$ cat src/rtl/hc_gate_tester_pkg.sv
// Shared encodings for the 74HC quad-gate tester: gate functions, FSM states
// and the truth-table vector order used to exercise every channel.
package hc_gate_tester_pkg;

  // Gate function selected by gate_type.
  typedef enum logic [1:0] {
    GATE_OR   = 2'd0,
    GATE_AND  = 2'd1,
    GATE_NAND = 2'd2,
    GATE_XOR  = 2'd3
  } gate_e;

  // Tester FSM states.
  typedef enum logic [1:0] {
    ST_IDLE   = 2'd0,
    ST_SETTLE = 2'd1,
    ST_SAMPLE = 2'd2
  } state_e;

  // Vector order as (a,b): (0,0), (1,0), (1,1), (0,1); bit k holds vector k.
  localparam logic [3:0] VEC_A    = 4'b0110;
  localparam logic [3:0] VEC_B    = 4'b1100;
  localparam logic [1:0] LAST_VEC = 2'd3;

  // Returns {a,b} for vector index idx.
  function automatic logic [1:0] vec_ab(input logic [1:0] idx);
    return {VEC_A[idx], VEC_B[idx]};
  endfunction

endpackage

$ cat src/rtl/hc_gate_tester_model.sv
// Combinational reference for one 2-input 74HC gate channel. Shared with
// other gate benches, so it carries no clock or state.
module hc_gate_model
  import hc_gate_tester_pkg::*;
(
  input  logic [1:0] gate_type,
  input  logic       a,
  input  logic       b,
  output logic       y
);

  // Expected output of the selected gate function.
  always_comb begin
    y = 1'b0;
    case (gate_type)
      GATE_OR:   y = a | b;
      GATE_AND:  y = a & b;
      GATE_NAND: y = ~(a & b);
      GATE_XOR:  y = a ^ b;
      default:   y = 1'b0;
    endcase
  end

endmodule

$ cat src/rtl/hc_gate_tester.sv
// Self-checking tester for a quad 2-input gate. On start it walks the four
// truth-table vectors onto all channels, waits SETTLE_CYCLES after each load,
// compares dut_y against the reference and reports pass / fail_mask / fail_vec.
module hc_gate_tester
  import hc_gate_tester_pkg::*;
#(
  parameter int unsigned SETTLE_CYCLES = 2
) (
  input  logic       clk,
  input  logic       rst,
  input  logic       start,
  input  logic [1:0] gate_type,
  input  logic [3:0] dut_y,
  output logic [3:0] dut_a,
  output logic [3:0] dut_b,
  output logic       busy,
  output logic       done,
  output logic       pass,
  output logic [3:0] fail_mask,
  output logic [1:0] fail_vec
);

  // Settle counter reaches this value on the last settle edge of a vector.
  localparam logic [7:0] CNT_LAST = 8'(SETTLE_CYCLES - 1);

  state_e     state_q, state_d;
  logic [1:0] gate_q, gate_d;
  logic [1:0] idx_q, idx_d;
  logic [7:0] cnt_q, cnt_d;
  logic       a_q, a_d;
  logic       b_q, b_d;
  logic       busy_q, busy_d;
  logic       done_q, done_d;
  logic       pass_q, pass_d;
  logic [3:0] mask_q, mask_d;
  logic [1:0] vec_q, vec_d;
  logic       first_fail_q, first_fail_d;
  logic       exp_y;
  logic [3:0] mismatch;

  // Reference output for the vector currently on the bus, using the latched gate.
  hc_gate_model u_model (
    .gate_type (gate_q),
    .a         (a_q),
    .b         (b_q),
    .y         (exp_y)
  );

  assign mismatch = dut_y ^ {4{exp_y}};

  // FSM state register.
  always_ff @(posedge clk or posedge rst) begin
    if (rst) state_q <= ST_IDLE;
    else     state_q <= state_d;
  end

  // FSM next-state logic.
  always_comb begin
    state_d = state_q;
    case (state_q)
      ST_IDLE:   if (start) state_d = ST_SETTLE;
      ST_SETTLE: if (cnt_q == CNT_LAST) state_d = ST_SAMPLE;
      ST_SAMPLE: state_d = (idx_q == LAST_VEC) ? ST_IDLE : ST_SETTLE;
      default:   state_d = ST_IDLE;
    endcase
  end

  // Datapath / result next values; start while busy never reaches the IDLE branch.
  always_comb begin
    gate_d       = gate_q;
    idx_d        = idx_q;
    cnt_d        = cnt_q;
    a_d          = a_q;
    b_d          = b_q;
    busy_d       = busy_q;
    done_d       = 1'b0;
    pass_d       = pass_q;
    mask_d       = mask_q;
    vec_d        = vec_q;
    first_fail_d = first_fail_q;
    case (state_q)
      ST_IDLE: begin
        if (start) begin
          gate_d       = gate_type;
          idx_d        = 2'd0;
          {a_d, b_d}   = vec_ab(2'd0);
          cnt_d        = 8'd0;
          pass_d       = 1'b0;
          mask_d       = 4'd0;
          vec_d        = 2'd0;
          first_fail_d = 1'b0;
          busy_d       = 1'b1;
        end
      end
      ST_SETTLE: cnt_d = cnt_q + 8'd1;
      ST_SAMPLE: begin
        mask_d = mask_q | mismatch;
        if ((mismatch != 4'd0) && !first_fail_q) begin
          vec_d        = idx_q;
          first_fail_d = 1'b1;
        end
        if (idx_q != LAST_VEC) begin
          idx_d      = idx_q + 2'd1;
          {a_d, b_d} = vec_ab(idx_q + 2'd1);
          cnt_d      = 8'd0;
        end else begin
          busy_d = 1'b0;
          done_d = 1'b1;
          pass_d = ((mask_q | mismatch) == 4'd0);
        end
      end
      default: ;
    endcase
  end

  // Datapath and result registers.
  always_ff @(posedge clk or posedge rst) begin
    if (rst) begin
      gate_q       <= 2'd0;
      idx_q        <= 2'd0;
      cnt_q        <= 8'd0;
      a_q          <= 1'b0;
      b_q          <= 1'b0;
      busy_q       <= 1'b0;
      done_q       <= 1'b0;
      pass_q       <= 1'b0;
      mask_q       <= 4'd0;
      vec_q        <= 2'd0;
      first_fail_q <= 1'b0;
    end else begin
      gate_q       <= gate_d;
      idx_q        <= idx_d;
      cnt_q        <= cnt_d;
      a_q          <= a_d;
      b_q          <= b_d;
      busy_q       <= busy_d;
      done_q       <= done_d;
      pass_q       <= pass_d;
      mask_q       <= mask_d;
      vec_q        <= vec_d;
      first_fail_q <= first_fail_d;
    end
  end

  assign dut_a     = {4{a_q}};
  assign dut_b     = {4{b_q}};
  assign busy      = busy_q;
  assign done      = done_q;
  assign pass      = pass_q;
  assign fail_mask = mask_q;
  assign fail_vec  = vec_q;

endmodule
$ cat config.mk
export PLATFORM = sky130hd
export DESIGN_NAME = hc_gate_tester
export DESIGN_NICKNAME = d
export VERILOG_FILES = /design/src/rtl/hc_gate_tester_pkg.sv /design/src/rtl/hc_gate_tester_model.sv /design/src/rtl/hc_gate_tester.sv
export SDC_FILE = /design/constraint.sdc
export NUM_CORES = 1
export LEC_CHECK = 0
export CAP_MARGIN = 20
export CORE_MARGIN = 3
export CORE_UTILIZATION = 54
export CTS_BUF_LIST = sky130_fd_sc_hd__clkbuf_8
export DETAILED_ROUTE_END_ITERATION = 16
export PLACE_DENSITY = 0.82
export SLEW_MARGIN = 20
export SYNTH_ARGS = -nofsm -noshare
export SYNTH_HDL_FRONTEND = slang
export SYNTH_HIERARCHICAL = 1
export SYNTH_SLANG_ARGS = --single-unit
$ cat constraint.sdc
create_clock -name clk -period 2.45 [get_ports clk]
set_input_delay 0.49 -clock clk [delete_from_list [all_inputs] [get_ports clk]]
set_output_delay 0.49 -clock clk [all_outputs]
set_load 0.01 [all_outputs]
==> Flow_metrics.wiki <==
{| class="wikitable"
! Metric !! Value
|-
| Synthesized netlist cell count || 152
|-
| Global-route wire length before repair || 4730 um
|-
| Synth top area share || 44.1%
|-
| Final Hold Violating Endpoints || 0
|-
| Maximum level of the CTS H-tree || 1
|-
| Share of synthesized registers carrying an async set or reset || 100%
|-
| Insertion delay of the later-clocked pin in the worst-skew pair || 0.26 ns
|-
| Ys flop type || sky130_fd_sc_hd__dfrtp_1
|-
| Post-Syn Area per Cell || 9.33 um^2
|-
| Total GRT Usage || 18.4%
|-
| Leakage power summed over all cells || 0.709 nW
|-
| Unrepaired setup endpoints after global routing || no
|-
| Min cycle time layout || 2.22 ns
|-
| Count of cells resized by post-cts repair || 0
|-
| Number of distinct standard cells referenced by the synthesized netlist || 33
|-
| Upper clock frequency limit || 451 MHz
|-
| Metal3 WL || 157 um
|-
| Via/cell ratio || 5.49
|-
| CP required || 2.61 ns
|-
| Psw || 0.144 mW
|-
| Post-route clock period utilization || 90.4%
|-
| Placement Cell Area || 1650 um^2
|-
| Result of the run || completed
|-
| Data arrival time of the critical path || 2.38 ns
|-
| Power per cell area || 410 nW/um^2
|-
| Top Ports || 26
|-
| Clock root buffer || sky130_fd_sc_hd__clkbuf_8
|-
| Maximum number of pins on one net before global-route repair || 26
|-
| Number of sinks on the clock net || 25
|-
| Maximum clock skew at final layout || 0.00216 ns
|-
| Residual DRC count || 0
|-
| Worst-path clk slew || 0.08 ns
|-
| Total number of vias || 1098
|-
| Launching element type of the critical path || flop
|-
| Switching Share || 20.8%
|-
| Post-CTS setup-driven buffer insertion count || 0
|-
| Number of failing setup endpoints in the final timing report || 0
|-
| Maximum clock path buffer count || 2
|-
| Peak VDD IR || 0.488 mV
|-
| Setup_tns || 0 ns
|-
| Worst slew slack as a fraction of its limit || 65.8%
|-
| Die X || 57.2 um
|-
| Synth warnings || 6
|-
| Library cell with the highest instance count after synthesis || sky130_fd_sc_hd__dfrtp_1
|-
| Overall die area || 3280 um^2
|-
| Detailed-route wire length || 2820 um
|-
| Antenna violations before repair || 0
|-
| Detail-routed net length per standard cell || 14.1 um
|-
| Post-synth net total || 166
|-
| Post-route cell area || 1690 um^2
|-
| Via count of the first global-routing pass || 1052
|-
| Multi-input gate area || 674 um^2
|-
| Starting density of the core || 60.6%
|-
| Clk network pwr share || 33.3%
|-
| DP HPWL || 2090 um
|-
| Actual transition at the worst max-transition pin || 0.512 ns
|-
| Number of inserted filler cells in the final layout || 197
|-
| Max Fanout on Critical Path || 9
|-
| Netlist area before placement || 1420 um^2
|-
| Final RePlAce weighted congestion || 0.753
|-
| Internal power contribution || 0.549 mW
|-
| Final net count || 187
|-
| Number of violations of the max-capacitance limit || 0
|-
| Setup CP Type || flop to flop
|-
| Number of synthesized flops with an enable pin || 0
|-
| Flop pwr share || 60.1%
|-
| Number of routed nets with antenna violations || 0
|-
| CTS hold repair buffers || 0
|-
| Die outline height || 57.2 um
|-
| Amount of wire on met2 after detailed routing || 1300 um
|-
| Top routing layer in use || met4
|-
| Total overflow reported by the global router || 0
|-
| Class of the tightest hold or removal check || flop to flop
|-
| Seq/Total Area, Yosys || 44.1%
|-
| Ranking of synthesized cells by area || sky130_fd_sc_hd__dfrtp_1 44%, sky130_fd_sc_hd__xnor2_1 6.2%, sky130_fd_sc_hd__o21ai_0 5.6%, sky130_fd_sc_hd__nor2_1 5.0%, sky130_fd_sc_hd__ha_1 4.4%
|-
| Number of optimization iterations in the first detailed-route pass || 4
|-
| Count of antenna diodes in the layout || 0
|-
| Core area || 2340 um^2
|-
| Most instantiated cells after synthesis || 25 x sky130_fd_sc_hd__dfrtp_1, 19 x sky130_fd_sc_hd__nor2_1, 16 x sky130_fd_sc_hd__o21ai_0
|-
| Share of power burned in combinational logic || 6.6%
|-
| Number of max-slew violations in the final report || 0
|-
| Count of input and output buffers || 25
|-
| Crit end category || flop
|-
| Clock buffers created by TritonCTS || 3
|-
| Register cell area after layout || 626 um^2
|-
| Iteration-0 DRC Markers || 30
|-
| Area Overhead vs Synth || 19.2%
|-
| Clock tree from TritonCTS || done
|-
| Ratio of cells with drive above 1 in the final layout || 9.88%
|-
| Met1 wire length || 1340 um
|-
| Number of synthesized register bits || 25
|-
| Number of placement rows || 17
|-
| Synth area leader || sky130_fd_sc_hd__dfrtp_1
|}
==> stage by stage <==
stage / total power, mW / std cells / utilization (%) / setup WS (ns) / hold slack [ns]
3_5_place_dp: 0.471 / 196 / 70.3 / 0.271 / 0.500
5_1_grt: 0.721 / 200 / 72.2 / 0.116 / 0.536
4_1_cts: 0.703 / 200 / 72.2 / 0.238 / 0.518
3_3_place_gp: 0.469 / 196 / 70.3 / 0.314 / 0.494
6_report: 0.693 / 200 / 72.2 / 0.235 / 0.520
2_1_floorplan: 0.449 / 152 / - / 0.274 / 0.490
==> metal layers <==
| layer | global-route usage [%] | vias up |
|---|---|---|
| li1 | - | 548 |
| met1 | 24.6 | 510 |
| met2 | 30.0 | 33 |
| met3 | 4.98 | 7 |
| met4 | 3.97 | 0 |
| met5 | 0 | - |
==> cell families (layout without fill, tap and decap cells) <==
| family | count (synthesis) | in the layout | synth area share, % |
|---|---|---|---|
| buf+inv | 21 | 41 | 8.30 |
| simple gates | 61 | 61 | 21.7 |
| compound gates | 25 | 25 | 11.6 |
| flops | 25 | 25 | 44.1 |
| xor+xnor | 11 | 11 | 6.80 |
| fa+ha+maj | 5 | 5 | 4.41 |
| mux | 4 | 4 | 3.09 |
==> state kept, by name, indices dropped and copies added (netlist names) <==
name and cells:
pass 1, first_fail_q 1, fail_vec 2, done 1, a_q 1, idx_q 2, cnt_q 8, state_q 2
fail_mask 4, gate_q 2, busy 1
==> cell usage in the layout (no fill, tap or decap), drive strengths merged <==
cell type,count
dfrtp,25
clkdlybuf4s50,25
nor2,19
o21ai,16
nand2,14
xnor2,10
inv,9
nor3,7
nand2b,5
ha,5
nand3,4
nor4,4
buf,4
mux2,3
clkbuf,3
a21oi,3
a22o,2
nand4,2
nor3b,2
nor4b,1
o21a,1
a31o,1
or4,1
o22ai,1
a221o,1
nor2b,1
xor2,1
nand4b,1
mux2i,1
==> final cells by class <==
class	count	area share, %
Timing Repair Buffer	29	16.6
Multi-Input combinational cell	106	39.9
Clock inverter	1	0.222
Inverter	8	1.78
Clock buffer	3	2.44
Tap cell	28	2.07
Sequential cell	25	37.0
==> worst max-delay path: stages, from the launching register on <==
cell	delay (ns)
sky130_fd_sc_hd__dfrtp_1	0.49
sky130_fd_sc_hd__ha_1	0.27
sky130_fd_sc_hd__nor3_1	0.25
sky130_fd_sc_hd__nor3_2	0.09
sky130_fd_sc_hd__or4_4	0.53
sky130_fd_sc_hd__o22ai_4	0.17
sky130_fd_sc_hd__nor3_1	0.09
sky130_fd_sc_hd__a22o_1	0.23
==> path summary, 6_finish.rpt <==
check                                    to  slack, ns  cells past startpoint        start
worst min register to register  fail_vec[0]       0.52                      1  fail_vec[0]
max in group asynchronous          cnt_q[1]       1.63                      3          rst
worst max register to register  fail_vec[1]       0.23                      7     idx_q[1]
worst max-delay path            fail_vec[1]       0.23                      7     idx_q[1]
worst min-delay path            fail_vec[0]       0.52                      1  fail_vec[0]
min in group asynchronous          cnt_q[7]       0.59                      3          rst
==> power by group through the flow <==
| stage | clock network, mW | registers [mW] | logic, mW |
|---|---|---|---|
| final | 0.231 | 0.416 | 0.0458 |
| after global routing | 0.254 | 0.417 | 0.0503 |
| after CTS | 0.240 | 0.416 | 0.0464 |
| after detailed placement | 0 | 0.425 | 0.0462 |
| after global placement | 0 | 0.425 | 0.0448 |
| after floorplan | 0 | 0.424 | 0.0247 |
Power figures use the tool's default switching activity.
==> variant 1, RTL diff (same flow settings) <==
Encoding of `state_e`: now one-hot (3 bits for 3 states).
--- a/src/rtl/hc_gate_tester_pkg.sv
+++ b/src/rtl/hc_gate_tester_pkg.sv
@@ -11,10 +11,10 @@
   } gate_e;
 
   // Tester FSM states.
-  typedef enum logic [1:0] {
-    ST_IDLE   = 2'd0,
-    ST_SETTLE = 2'd1,
-    ST_SAMPLE = 2'd2
+  typedef enum logic [2:0] {
+    ST_IDLE   = 3'b001,
+    ST_SETTLE = 3'b010,
+    ST_SAMPLE = 3'b100
   } state_e;
 
   // Vector order as (a,b): (0,0), (1,0), (1,1), (0,1); bit k holds vector k.
Check against the original RTL: same outputs for any inputs over 10 cycles, from zero or initial values and one cycle with rst high; not proved beyond that.
==> variant 1 against the unedited design <==
Final area up 0.37%; cell count down 7.5%; count of clock-buffer cells in the layout increased by 1; critical path type unchanged; combinational power down 39%; setup slack got worse by 0.11 ns; hold slack improved by 0.0029 ns; total power grew 5.6%; via count fell by 3.7%; area after synthesis is 2.6% lower; routed wire length is 2.5% lower; sequential cell count up 1; clock power increased by 19%.
==> variant 1: results (changes against the unedited design) <==
| Metric | Value |
|---|---|
| Outcome | completed |
| Fillers | 175 (-11%) |
| Worst Hold Launch | busy |
| Met2 Track Usage GR | 0.3366 (+0.03647) |
| Largest net degree at the start of global routing | 27 (+3.8%) |
| M1 GR Usage | 0.2089 (-0.03751) |
| Dpl cell area | 1617 sq um (-1.7%) |
| Peak supply drop | 0.3868 mV (-21%) |
| Crit-path slowest cell | or4_1 |
| Slowest stage delay, CP | 0.49 ns (-0.04 ns) |
| Comb pwr share | 0.038 (-0.028) |
| P_sw | 145.3 uW (+1.0%) |
| Compound-cell area share of the yosys netlist | 0.06522 (-0.05040) |
| Worst R2R Path Depth | 9 (+2) |
| Worst Tran Pin Value | 0.4382 ns (-0.07420 ns) |
| Adder-Cell Fraction of Synth Area | 0.04529 (+0.001159) |
| Worst EP arrival | 2.49 ns (+0.11 ns) |
| Layout Cells excl Fill | 185 (-7.5%) |
| Multiplexer area fraction after synthesis | 0.06250 (+0.03161) |
| Share of layout cells above drive strength 1 | 0.1720 (+0.07314) |
| Routed wire per std cell | 14.88 microns (+5.4%) |
| Lkg Pwr | 0.7469 nW (+5.4%) |
| Post-synthesis cell type count | 38 (+15%) |
| DP HPWL | 2085 microns (about the same) |
| First-pass GRT wire length | 4740 microns (+0.30%) |
| Global routing usage on met3 | 0.04138 (-0.008394) |
| Xor/xnor cell area share of the yosys netlist | 0.06341 (-0.004555) |
| Worst Skew | 0.004912 ns (+0.002756 ns) |
| Syn_nets | 147 (-11%) |
| Sequential area share after synthesis | 0.4719 (+0.03061) |
| Placed cell count | 179 (-8.7%) |
-- variant 1: changes by cell type in the layout (fill, tap and decap cells not counted), moves of 3 or more --
cell | unedited run | this run
and2_1 | 0 | 3
nand3b_1 | 0 | 3
nand2_1 | 14 | 5
o21ai_0 | 16 | 5
a21oi_1 | 2 | 5
nand2b_1 | 5 | 1
xnor2_1 | 10 | 4
xor2_1 | 1 | 6
nor3_1 | 6 | 3
nor2_1 | 19 | 15
-- variant 1: area by class of cell --
cell class | instances | area, sq um | share of cell area
inverter | 7 | 26.28 | 0.01549
tap | 28 | 35.03 | 0.02065
timing repair buffer | 31 | 295.3 | 0.1740
clock buffer | 4 | 55.05 | 0.03245
multi-input combinational | 89 | 630.6 | 0.3717
sequential | 26 | 654.4 | 0.3857
-- variant 1: final timing paths --
kind,end,slack (ns)
max,fail_vec[1],0.12
min,busy,0.52
max reg2reg,fail_vec[1],0.12
min reg2reg,busy,0.52
max in group asynchronous,state_q[0],1.59
min in group asynchronous,cnt_q[1],0.56
==> variant 2, RTL diff (same settings) <==
Made on the original files. The output `done` loses its register stage (`done_q` becomes a continuous assignment).
--- a/src/rtl/hc_gate_tester.sv
+++ b/src/rtl/hc_gate_tester.sv
@@ -122,7 +122,6 @@
       a_q          <= 1'b0;
       b_q          <= 1'b0;
       busy_q       <= 1'b0;
-      done_q       <= 1'b0;
       pass_q       <= 1'b0;
       mask_q       <= 4'd0;
       vec_q        <= 2'd0;
@@ -134,13 +133,14 @@
       a_q          <= a_d;
       b_q          <= b_d;
       busy_q       <= busy_d;
-      done_q       <= done_d;
       pass_q       <= pass_d;
       mask_q       <= mask_d;
       vec_q        <= vec_d;
       first_fail_q <= first_fail_d;
     end
   end
+
+  assign done_q = done_d;
 
   assign dut_a     = {4{a_q}};
   assign dut_b     = {4{b_q}};
Function: same outputs for any inputs over 10 cycles, from zero or initial values and one cycle with rst high; that may be too few to reach the edited logic, so the function may still have changed.
==> variant 2 against the unedited design <==
Routed wire length rose by 3.8%; total power rose by 15%; sequential cell count fell by 1; area after synthesis fell by 1.8%; final area rose by 1.7%; setup slack got worse by 0.069 ns; sequential power fell by 4%; first-iteration DRC count rose by 37%; critical path type is now reg2out; highest routed layer unchanged.
==> variant 2: results (changes against the unedited design) <==
| Metric | Value |
|---|---|
| Largest net degree at the start of global routing | 25 (-3.8%) |
| Post-synthesis cell type count | 36 (+9.1%) |
| Top cells by area, synth | dfrtp_1 (43%), xnor2_1 (6.3%), o21ai_0 (4.7%) |
| Outcome | completed |
| Worst flop-to-flop path startpoint | a_q |
| Core area | 2318 sq um (-0.91%) |
| Via count | 1137 (+3.6%) |
| Total wire length | 2931 microns (+3.8%) |
| Reg2Reg Setup Slack | 0.21 ns (-0.02 ns) |
| Gpl congestion | 0.8011 (+6.4%) |
| GR Util All Layers | 0.1987 (+0.01465) |
| Nets | 189 (+1.1%) |
| First-pass GRT wire length | 5009 microns (+6.0%) |
| Syn_nets | 164 (-1.2%) |
| Lkg Pwr | 0.7559 nW (+6.6%) |
| Hold depth | 1 (unchanged) |
| DRC marker count from the first detailed-route iteration | 41 (+37%) |
| Peak supply drop | 0.5715 mV (+17%) |
| Share of layout cells above drive strength 1 | 0.1092 (+0.01036) |
| CP Capture Point | done |
| Sequential area share after synthesis | 0.4313 (-0.01004) |
| Critical path required time | 1.96 ns (-0.65 ns) |
| Worst Skew | 0.01083 ns (+0.008670 ns) |
| DP HPWL | 2256 microns (+8.1%) |
| CP max FO | 7 (-2) |
| Slew headroom | 0.7434 (+0.08496) |
==> variant 2: cell families after synthesis <==
group / synth area share
flops: 0.4313
fa+ha+maj: 0.04492
buf+inv: 0.08895
simple gates: 0.1923
mux: 0.02336
xor+xnor: 0.06918
compound gates: 0.1500
==> variant 2: through the flow <==
| step | instances | power [mW] | hold slack, ns | worst slack, ns | area (sq um) |
|---|---|---|---|---|---|
| global placement | 198 | 0.4544 | 0.4897 | 0.3513 | 1648 |
| detailed placement | 198 | 0.4557 | 0.5030 | 0.2141 | 1648 |
| CTS | 202 | 0.7983 | 0.5220 | 0.1489 | 1719 |
| floorplan | 150 | 0.4323 | 0.4936 | 0.2151 | 1393 |
| global route | 202 | 0.8238 | 0.5537 | 0.04713 | 1719 |
| finish | 202 | 0.7985 | 0.5214 | 0.1660 | 1719 |
==> variant 2: report_power, final <==
| part | internal (mW) | total (mW) | switching, mW |
|---|---|---|---|
| Clock | 0.219 | 0.350 | 0.132 |
| Sequential | 0.398 | 0.400 | 0.00204 |
| Combinational | 0.0246 | 0.0482 | 0.0236 |
| Total | 0.641 | 0.799 | 0.157 |
==> variant 2: worst max-delay path: stages (launching register included) <==
cell	delay, ns
dfrtp_1	0.38
buf_4	0.15
ha_1	0.24
inv_1	0.10
nor2_1	0.11
clkdlybuf4s50_1	0.54
==> variant 2: layer usage <==
| metal | wire (microns) | global-route usage |
|---|---|---|
| met5 | 0 | 0 |
| met3 | 152 | 0.03908 |
| met1 | 1305 | 0.2555 |
| met2 | 1410 | 0.3284 |
| met4 | 61 | 0.07616 |
==> variant 2: layout make-up <==
cell class	instances	area (sq um)
tap	28	35.03
multi-input combinational	103	668.1
clock inverter	1	30.03
timing repair buffer	32	302.8
sequential	24	600.6
fill	167	599.3
inverter	11	41.29
clock buffer	3	41.29
